File: src/rtl/rd_stage_sequencer.sv
// ---------------------------------------------------------------------------
// rd_stage_sequencer
//
// Produces the 4-bit rd_stage code that drives the per-unit stage decoders.
// A run is a forward pass over every layer (codes 1,2,3,4 per layer). In
// training mode it continues with a backward pass over the same layers in
// reverse order (codes 5,6,9,10 per layer). Codes 9 and 10 carry the
// activation-derivative select bit (bit 3) for the decoders. Each stage is
// held for a programmable number of beats, and a datapath stall freezes
// the whole sequence.
//
// Handshake: start is a level request that is honoured only in IDLE. On the
// accepting edge, mode, num_layers and beats are captured. Requests in any
// other state are dropped. done is a one-cycle pulse with no back-pressure.
//
// Ports:
//   clk         system clock
//   rst         synchronous, active-high reset
//   start       launch request (sampled only in IDLE)
//   mode        0 = inference (forward only), 1 = training (forward + backward)
//   num_layers  layer count, captured at start
//   beats       cycles per stage, captured at start (0 behaves as 1)
//   stall       freezes counter, rd_stage and layer_idx while high
//   rd_stage    current stage code (registered)
//   layer_idx   layer being processed (registered)
//   stage_first high on the first beat of a stage
//   stage_last  high on the last beat of a stage
//   busy        high while a stage code is being presented
//   done        one-cycle completion pulse
// ---------------------------------------------------------------------------
module rd_stage_sequencer #(
    parameter int CNT_W   = 8,
    parameter int LAYER_W = 4
) (
    input  logic               clk,
    input  logic               rst,
    input  logic               start,
    input  logic               mode,
    input  logic [LAYER_W-1:0] num_layers,
    input  logic [CNT_W-1:0]   beats,
    input  logic               stall,
    output logic [3:0]         rd_stage,
    output logic [LAYER_W-1:0] layer_idx,
    output logic               stage_first,
    output logic               stage_last,
    output logic               busy,
    output logic               done
);

    typedef enum logic [1:0] {
        IDLE = 2'd0,
        FWD  = 2'd1,
        BWD  = 2'd2,
        FIN  = 2'd3
    } state_t;

    state_t             state, state_n;
    logic [3:0]         stage_n;
    logic [LAYER_W-1:0] layer_n;
    logic [CNT_W-1:0]   count, count_n;

    // Values captured at the accepting start edge.
    logic               mode_q;
    logic [LAYER_W-1:0] last_layer_q;   // num_layers - 1
    logic [CNT_W-1:0]   beat_max_q;     // B - 1, with beats==0 treated as B=1

    logic               accept;
    logic               at_last_beat;

    assign accept       = (state == IDLE) && start;
    assign at_last_beat = (count == beat_max_q);

    assign busy        = (state == FWD) || (state == BWD);
    assign done        = (state == FIN);
    assign stage_first = busy && (count == '0);
    assign stage_last  = busy && at_last_beat;

    // Next-state, next-stage and next-counter decode.
    always_comb begin
        state_n = state;
        stage_n = rd_stage;
        layer_n = layer_idx;
        count_n = count;
        case (state)
            IDLE: begin
                if (start) begin
                    if (num_layers == '0) begin
                        state_n = FIN;
                    end else begin
                        state_n = FWD;
                        stage_n = 4'd1;
                        layer_n = '0;
                        count_n = '0;
                    end
                end
            end
            FWD: begin
                if (!stall) begin
                    if (!at_last_beat) begin
                        count_n = count + 1'b1;
                    end else begin
                        count_n = '0;
                        case (rd_stage)
                            4'd1: stage_n = 4'd2;
                            4'd2: stage_n = 4'd3;
                            4'd3: stage_n = 4'd4;
                            default: begin
                                if (layer_idx == last_layer_q) begin
                                    if (mode_q) begin
                                        // Backward pass starts at the last layer.
                                        state_n = BWD;
                                        stage_n = 4'd5;
                                        layer_n = last_layer_q;
                                    end else begin
                                        state_n = FIN;
                                        stage_n = 4'd0;
                                        layer_n = '0;
                                    end
                                end else begin
                                    stage_n = 4'd1;
                                    layer_n = layer_idx + 1'b1;
                                end
                            end
                        endcase
                    end
                end
            end
            BWD: begin
                if (!stall) begin
                    if (!at_last_beat) begin
                        count_n = count + 1'b1;
                    end else begin
                        count_n = '0;
                        case (rd_stage)
                            4'd5: stage_n = 4'd6;
                            4'd6: stage_n = 4'd9;
                            4'd9: stage_n = 4'd10;
                            default: begin
                                if (layer_idx == '0) begin
                                    state_n = FIN;
                                    stage_n = 4'd0;
                                end else begin
                                    stage_n = 4'd5;
                                    layer_n = layer_idx - 1'b1;
                                end
                            end
                        endcase
                    end
                end
            end
            default: begin  // FIN: single cycle, start here is dropped
                state_n = IDLE;
                stage_n = 4'd0;
                layer_n = '0;
                count_n = '0;
            end
        endcase
    end

    always_ff @(posedge clk) begin
        if (rst) begin
            state        <= IDLE;
            rd_stage     <= 4'd0;
            layer_idx    <= '0;
            count        <= '0;
            mode_q       <= 1'b0;
            last_layer_q <= '0;
            beat_max_q   <= '0;
        end else begin
            state     <= state_n;
            rd_stage  <= stage_n;
            layer_idx <= layer_n;
            count     <= count_n;
            if (accept) begin
                mode_q       <= mode;
                last_layer_q <= num_layers - 1'b1;
                beat_max_q   <= (beats == '0) ? '0 : beats - 1'b1;
            end
        end
    end

endmodule

File: config.mk
export PLATFORM = sky130hd
export DESIGN_NAME = rd_stage_sequencer
export DESIGN_NICKNAME = d
export VERILOG_FILES = /design/src/rtl/rd_stage_sequencer.sv
export SDC_FILE = /design/constraint.sdc
export NUM_CORES = 1
export LEC_CHECK = 0
export BUFFER_PORTS_ARGS = -buffer_cell sky130_fd_sc_hd__clkbuf_2
export CAP_MARGIN = 0
export CORE_ASPECT_RATIO = 0.5
export CORE_MARGIN = 1
export CORE_UTILIZATION = 54
export CTS_BUF_LIST = sky130_fd_sc_hd__clkbuf_4
export DETAILED_ROUTE_END_ITERATION = 7
export GPL_ROUTABILITY_DRIVEN = 0
export GPL_TIMING_DRIVEN = 0
export PLACE_DENSITY = 0.78
export RECOVER_POWER = 25
export SYNTH_ARGS = -nofsm -noshare
export SYNTH_HDL_FRONTEND = slang
export SYNTH_SLANG_ARGS = --single-unit
File: constraint.sdc
create_clock -name clk -period 2 [get_ports clk]
set_input_delay 0.3 -clock clk [delete_from_list [all_inputs] [get_ports clk]]
set_output_delay 0.3 -clock clk [all_outputs]
set_load 0.005 [all_outputs]
==> flow_metrics.env, run 1 <==
export IMPL_status="finished with violations"
export IMPL_failed_checks="setup timing"
export IMPL_cts_root_buf="clkbuf_4"
export IMPL_clk_pin_slew_ps=110
export IMPL_first_iter_violations=162
export IMPL_synthFlopType="dfxtp_1"
export IMPL_r2r_end="layer_idx[0]$_SDFFE_PP0P_"
export IMPL_synth_edff_count=0
export IMPL_final_hold_viol_count=0
export IMPL_die_x_um=92.2
export IMPL_synth_cell_types=53
export IMPL_layout_setup_ws_ps=-166
export IMPL_skew_ps=6.18
export IMPL_hold_path_depth=2
export IMPL_diodes=0
export IMPL_rsz0062_at_grt="true"
export IMPL_rrSetupSlack_ps=-170
export IMPL_portBuffers=26
export IMPL_dieArea_um2=4340
export IMPL_wirelength_mm=5.85
export IMPL_antenna_found_initial=0
export IMPL_grtUsageTotal_pct=27.4
export IMPL_yosysSeqAreaShare_pct=28.2
export IMPL_layout_cells_most_common="nor2_1"
export IMPL_cts_tree="done"
export IMPL_ir_worst_vdd_mv=0.525
export IMPL_final_layout_size_suffix_gt1_share_pct=25.2
export IMPL_setup_viol=4
export IMPL_clk_latency_ps=340
export IMPL_drv_slew=0
export IMPL_synthArstFlopShare_pct=0
export IMPL_yosysWarnings=0
export IMPL_synth_area_mux_share_pct=0.911
export IMPL_fin_util_pct=74.2
export IMPL_grt_pass1_wl_mm=9.03
export IMPL_power_density_nw_per_um2=1050
export IMPL_cp_arrival_ps=2420
export IMPL_max_freq_mhz=462
export IMPL_synthTopCellsByArea="dfxtp_1 (28%), xnor2_1 (9.2%), ha_1 (6.8%)"
export IMPL_cp_end_kind="register"
export IMPL_cellLeakagePower_nw=1.07
export IMPL_io_pins=29
export IMPL_min_from="num_layers[0]"
export IMPL_startpoint_type="register"
export IMPL_syn_inst=276
export IMPL_numCtsBuffers=5
export IMPL_layout_min_cycle_time_ps=2170
export IMPL_die_h_um=47.1
export IMPL_cts_htree_levels=2
export IMPL_hold_path_endpoint="last_layer_q[0]$_SDFFE_PP0P_"
export IMPL_slew_headroom_pct=56.6
export IMPL_synth_compound_area_share_pct=21.9
export IMPL_r2r_start="state[0]$_SDFFE_PP0P_"
export IMPL_nets=350
export IMPL_viasPerCell=6.03
export IMPL_synth_ff_latch_count=31
export IMPL_synthesis_area_um2=2200
export IMPL_grt_max_degree=11
export IMPL_hpwl_mm=4.00
export IMPL_firstDrtPassIters=5
export IMPL_synthAdderAreaFrac_pct=6.83
export IMPL_vias=2249
export IMPL_cts_sinks=31
export IMPL_worst_pin_slew_ps=643
export IMPL_reg2regPathDepth=7
export IMPL_seq_area_um2=631
export IMPL_crit_fanout=4
export IMPL_gr_total_overflow=0
export IMPL_grt_pass1_vias=1946
export IMPL_final_antenna_net_count=0
export IMPL_wl_per_cell_um=15.7
export IMPL_synth_simple_area_share_pct=23.0
export IMPL_netlist_area_leader_share_pct=28.2
export IMPL_initial_core_util_pct=60.0
export IMPL_multi_input_area_um2=1570
export IMPL_final_cell_mix="nor2_1 (33), dfxtp_1 (27), clkbuf_2 (24), xnor2_1 (23), inv_1 (22)"
export IMPL_synth_area_leader_cell="dfxtp_1"
export IMPL_drc_errors=0
export IMPL_core_area_um2=3660
export IMPL_fin_tns_setup_ps=-643
export IMPL_syn2layout_area_growth_pct=23.6
export IMPL_clockBufferDepth=2
export IMPL_synth_top_family_by_area="simple AND/OR/NAND/NOR gates"
export IMPL_cap_violations=0
export IMPL_cp_required_ps=2260
export IMPL_hold_class="input pin to register"
export IMPL_finalCritPeriodShare_pct=108
export IMPL_fillers=282
export IMPL_worst_setup_path_type="register to register"
export IMPL_synth_fp_nets=305
export IMPL_rows=15
export IMPL_synth_area_per_cell_um2=7.96
export IMPL_synth_xor_area_share_pct=11.6
[timing repair]
action / 4_1_cts / 5_1_grt
endpoints found under the setup margin: 7 / 22
gates resized for setup: 12 / 17
pin swaps: 4 / 4
setup buffers: 3 / 9
hold buffers: 0 / 0
[cells in the mapped netlist, types with 2 or more instances]
cell,n
nor3b_1,4
inv_1,25
o21ai_0,12
o311ai_0,2
xnor2_1,23
clkbuf_1,7
nor4b_1,2
a21oi_1,14
o31a_1,2
o21a_1,2
or4_4,2
xor2_1,6
o2111ai_1,5
o32ai_1,4
or4_1,4
nand3_1,4
and2_1,3
a31oi_1,3
buf_6,3
nor2_1,33
o41ai_1,2
a21o_1,3
a2bb2oi_1,4
nand2_1,18
a211oi_1,5
dfxtp_1,31
nor4_1,2
nand4_1,8
ha_1,12
nor3_1,6
mux2i_1,2
a22oi_1,2
[metal layers]
| metal | global-route usage, % | up-vias | routed length (um) |
|---|---|---|---|
| met3 | 7.61 | 11 | 425 |
| met2 | 44.6 | 87 | 2750 |
| met1 | 36.8 | 1067 | 2610 |
| met5 | 0 | - | 0 |
| li1 | - | 1084 | - |
| met4 | 7.50 | 0 | 57 |
[report_power, final]
group	internal, W	total, W	switching, W	leakage [nW]
Sequential	0.000722	0.000832	0.000110	0.255
Clock	0.000131	0.000367	0.000237	0.0347
Combinational	0.000723	0.00164	0.000916	0.780
Total	0.00158	0.00284	0.00126	1.07
[stage by stage]
stage	total power, W	setup WS (ps)	cell area [um2]	instances	hold slack, ps
floorplan	0.00176	-27.8	2260	276	396
global placement	0.00205	-279	2450	353	494
detailed placement	0.00209	-308	2450	353	506
CTS	0.00250	-184	2570	364	178
global route	0.00302	-218	2720	373	192
finish	0.00284	-166	2720	373	184
[flip-flops by register name, indices dropped and copies added (netlist names)]
register      cells
rd_stage          4
mode_q            1
beat_max_q        8
last_layer_q      4
count             8
layer_idx         4
state             2
[worst max-delay path by stage]
stage / from / end / slack, ps / depth (start not counted)
5_1_grt: state[0]$_SDFFE_PP0P_ / layer_idx[0]$_SDFFE_PP0P_ / -220 / 7
3_5_place_dp: num_layers[1] / layer_idx[0]$_SDFFE_PP0P_ / -310 / 8
6_report: state[0]$_SDFFE_PP0P_ / layer_idx[0]$_SDFFE_PP0P_ / -170 / 7
2_1_floorplan: state[0]$_SDFFE_PP0P_ / layer_idx[0]$_SDFFE_PP0P_ / -30 / 7
4_1_cts: state[0]$_SDFFE_PP0P_ / layer_idx[1]$_SDFFE_PP0P_ / -180 / 7
3_3_place_gp: num_layers[1] / layer_idx[0]$_SDFFE_PP0P_ / -280 / 8
[worst max-delay path, cell delays in order, from the launching register on]
cell and delay, ps:
dfxtp_2 360, inv_4 50, ha_4 160, and3b_1 180
a32o_2 250, or4b_4 500, or4_4 490, o32ai_2 110
[cell type report]
class / count / area share, %
multi-input combinational: 208 / 57.9
sequential: 31 / 23.2
timing repair buffer: 38 / 7.88
inverter: 25 / 3.64
buffer: 12 / 3.04
tap: 51 / 2.35
clock buffer: 5 / 1.38
clock inverter: 3 / 0.553
[cell families after synthesis]
family                     after synthesis
adders and majority gates               12
AOI/OAI and AO/OA                       69
buffers and inverters                   37
DFF                                     31
xor gates and xnor gates                29
and+or+nand+nor                         96
muxes                                    2
Power figures use the tool's default switching activity.
==> run 2: changes to the inputs <==
ABC_AREA = 1   (was default)
CORE_UTILIZATION = 40   (was 54)
MAX_ROUTING_LAYER = met4   (was default)
PLACE_DENSITY = default   (was 0.78)
==> run 2 against run 1 <==
The flow now finishes without violations. Setup slack improved by 280 ps. Final area fell by 5.7%. Hold slack improved by 66 ps. Synthesized cell count rose by 29%. Global-route usage fell by 7.9 points. Clock skew rose by 5.6 ps. Utilization fell by 25 points. Critical path type is now register to output port. Critical endpoint is now stage_first.
==> flow_metrics.env, run 2 <==
export IMPL_synthTopCellsByArea="dfxtp_1 (27%), nand2_1 (14%), nor2_1 (8.4%)"
export IMPL_firstDrtPassIters=4
export IMPL_fin_tns_setup_ps=0
export IMPL_die_x_um=109
export IMPL_hold_class="input pin to register"
export IMPL_grt_busiest_layer="met2"
export IMPL_postLayoutCellArea_um2=2560
export IMPL_layout_cells_most_common="nand2_1"
export IMPL_hold_buffers=0
export IMPL_final_layout_size_suffix_gt1_share_pct=19.5
export IMPL_clk_latency_ps=340
export IMPL_cellLeakagePower_nw=1.19
export IMPL_clockBufferDepth=2
export IMPL_die_h_um=55.3
export IMPL_synth_ff_latch_count=31
export IMPL_cts_sinks=31
export IMPL_synth_fp_nets=384
export IMPL_cp_arrival_ps=1590
export IMPL_diodes=0
export IMPL_fin_util_pct=49.4
export IMPL_final_antenna_net_count=0
export IMPL_hold_path_depth=3
export IMPL_fin_total_pwr_w=0.00289
export IMPL_rrSetupSlack_ps=260
export IMPL_numCtsBuffers=5
export IMPL_pwr_share_comb_pct=56.7
export IMPL_cts_htree_levels=2
export IMPL_drv_slew=0
export IMPL_clock_power_share_pct=13.8
export IMPL_finalCritPeriodShare_pct=94.3
export IMPL_use_met2_pct=29.0
export IMPL_antenna_found_initial=0
export IMPL_netSwitchingFraction_pct=48.2
export IMPL_r2r_start="state[0]$_SDFFE_PP0P_"
export IMPL_startpoint_type="register"
export IMPL_synth_most_common_cell="nand2_1"
export IMPL_synth_area_leader_cell="dfxtp_1"
export IMPL_slew_headroom_pct=65.3
export IMPL_min_from="mode"
export IMPL_grtUsageTotal_pct=19.5
export IMPL_dpl_cell_area_um2=2490
export IMPL_clk_pin_slew_ps=110
export IMPL_crit_fanout=8
export IMPL_synthesis_area_um2=2270
export IMPL_p_switching_w=0.00139
export IMPL_synthFlopType="dfxtp_1"
export IMPL_power_density_nw_per_um2=1130
export IMPL_grtUsageMet1_pct=26.2
export IMPL_final_hold_viol_count=0
export IMPL_layout_min_cycle_time_ps=1890
export IMPL_grt_pass1_vias=2041
export IMPL_vias=2202
export IMPL_cp_depth=5
export IMPL_synthArstFlopShare_pct=0
export IMPL_path_cells="inv_1 -> ha_4 -> nand4_1 -> nor4_1 -> clkbuf_2"
export IMPL_synth_edff_count=0
export IMPL_syn2layout_area_growth_pct=12.9
export IMPL_setup_viol=0
export IMPL_rows=18
export IMPL_skew_ps=11.8
export IMPL_synth_commonest_cells="nand2_1 (86), nor2_1 (51), inv_1 (35)"
export IMPL_ir_worst_vdd_mv=0.392
export IMPL_cp_end_kind="output port"
export IMPL_netlist_area_leader_share_pct=27.4
export IMPL_yosysSeqAreaShare_pct=27.4
export IMPL_rsz0062_at_grt="false"
export IMPL_wirelength_mm=5.08
export IMPL_reg_largest_list="beat_max_q (8), count (8)"
export IMPL_cp_slowest_stage_delay_ps=370
export IMPL_core_area_um2=5180
export IMPL_max_freq_mhz=530
export IMPL_wl_per_cell_um=11.0
export IMPL_synth_cell_types=36
export IMPL_nets=418
export IMPL_grtUsageMet3_pct=4.25
export IMPL_cts_root_buf="clkbuf_4"
export IMPL_io_pins=29
export IMPL_final_cell_mix="nand2_1 (86), nor2_1 (51), inv_1 (35), dfxtp_1 (29), a21oi_1 (27)"
export IMPL_dieArea_um2=5990
export IMPL_grt_max_degree=11
export IMPL_viasPerCell=4.79
export IMPL_internal_power_w=0.00149
export IMPL_cp_required_ps=1700
export IMPL_drc_errors=0
export IMPL_gr_total_overflow=0
export IMPL_yosysWarnings=0
export IMPL_r2r_end="count[7]$_SDFFE_PP0P_"
export IMPL_cts_tree="done"
export IMPL_hpwl_mm=4.04
export IMPL_dp_worst_setup_slack_ps=50.1
export IMPL_syn_inst=355
export IMPL_status="complete, no violations"
export IMPL_cap_violations=0
export IMPL_cp_buffers_inverters=2
export IMPL_p_seq_share_pct=29.5
export IMPL_first_iter_violations=55
export IMPL_synth_area_per_cell_um2=6.39
export IMPL_worst_pin_slew_ps=520
export IMPL_crit_family="flip-flops"
export IMPL_grt_pass1_wl_mm=9.01
export IMPL_initial_core_util_pct=43.8
export IMPL_hold_path_endpoint="mode_q$_SDFFE_PP0P_"
export IMPL_worst_setup_path_type="register to output port"
export IMPL_reg2regPathDepth=12
export IMPL_layout_setup_ws_ps=115
export IMPL_portBuffers=27
export IMPL_cp_slowest_cell="dfxtp_2"
run 2: final cells by class:
| type | count | area, um2 |
|---|---|---|
| plain buffers | 7 | 42.5 |
| clock buffers | 6 | 45.0 |
| multi-input cells | 271 | 1440 |
| well taps | 70 | 87.6 |
| flip-flops and latches | 31 | 623 |
| inverters | 46 | 176 |
| clock inverters | 2 | 12.5 |
| repair buffers | 27 | 131 |
| fillers | 579 | 2620 |
run 2: power groups by stage:
stage / Sequential (W) / Clock [W] / Combinational, W
4_1_cts: 0.000851 / 0.000408 / 0.00165
3_5_place_dp: 0.000866 / 0 / 0.00161
2_1_floorplan: 0.000836 / 0 / 0.00126
6_report: 0.000852 / 0.000399 / 0.00164
3_3_place_gp: 0.000861 / 0 / 0.00159
5_1_grt: 0.000879 / 0.000440 / 0.00188
run 2: metal layers:
metal | share of wire, % | wire length (um) | vias up
met5 | 0 | 0 | -
met2 | 43 | 2190 | 29
met4 | 0.95 | 48 | 0
li1 | - | - | 1189
met3 | 3.4 | 173 | 5
met1 | 52 | 2660 | 979
run 2: through the flow:
stage / instances / hold slack (ps)
finish: 460 / 250
global route: 460 / 288
CTS: 460 / 237
detailed placement: 452 / 473
global placement: 452 / 476
floorplan: 355 / 458
run 2: kinds of logic (layout without fill, tap and decap cells):
| kind of cell | count (synthesis) | count (layout) | synth area share (%) |
|---|---|---|---|
| buf+inv | 53 | 88 | 9.65 |
| simple gates | 198 | 198 | 39.0 |
| xor+xnor | 17 | 17 | 6.56 |
| fa+ha+maj | 12 | 12 | 6.62 |
| flops | 31 | 31 | 27.4 |
| compound gates | 44 | 44 | 10.8 |
run 2: timing repair:
item,CTS,global route
resized for setup,2,2
endpoints found under the setup margin,2,1
setup buffers,0,0
run 2: worst max-delay path by stage:
| stage | end | slack, ps | start |
|---|---|---|---|
| after floorplan | count[7]$_SDFFE_PP0P_ | 370 | state[0]$_SDFFE_PP0P_ |
| after global placement | count[7]$_SDFFE_PP0P_ | 80 | state[0]$_SDFFE_PP0P_ |
| after detailed placement | count[7]$_SDFFE_PP0P_ | 50 | state[0]$_SDFFE_PP0P_ |
| after CTS | stage_first | 30 | state[0]$_SDFFE_PP0P_ |
| after global routing | stage_first | 7 | state[0]$_SDFFE_PP0P_ |
| final | stage_first | 110 | state[0]$_SDFFE_PP0P_ |
run 2: worst min-delay path: stages:
cell and delay, ps:
clkbuf_2 80, o21ai_0 70, a21oi_1 100
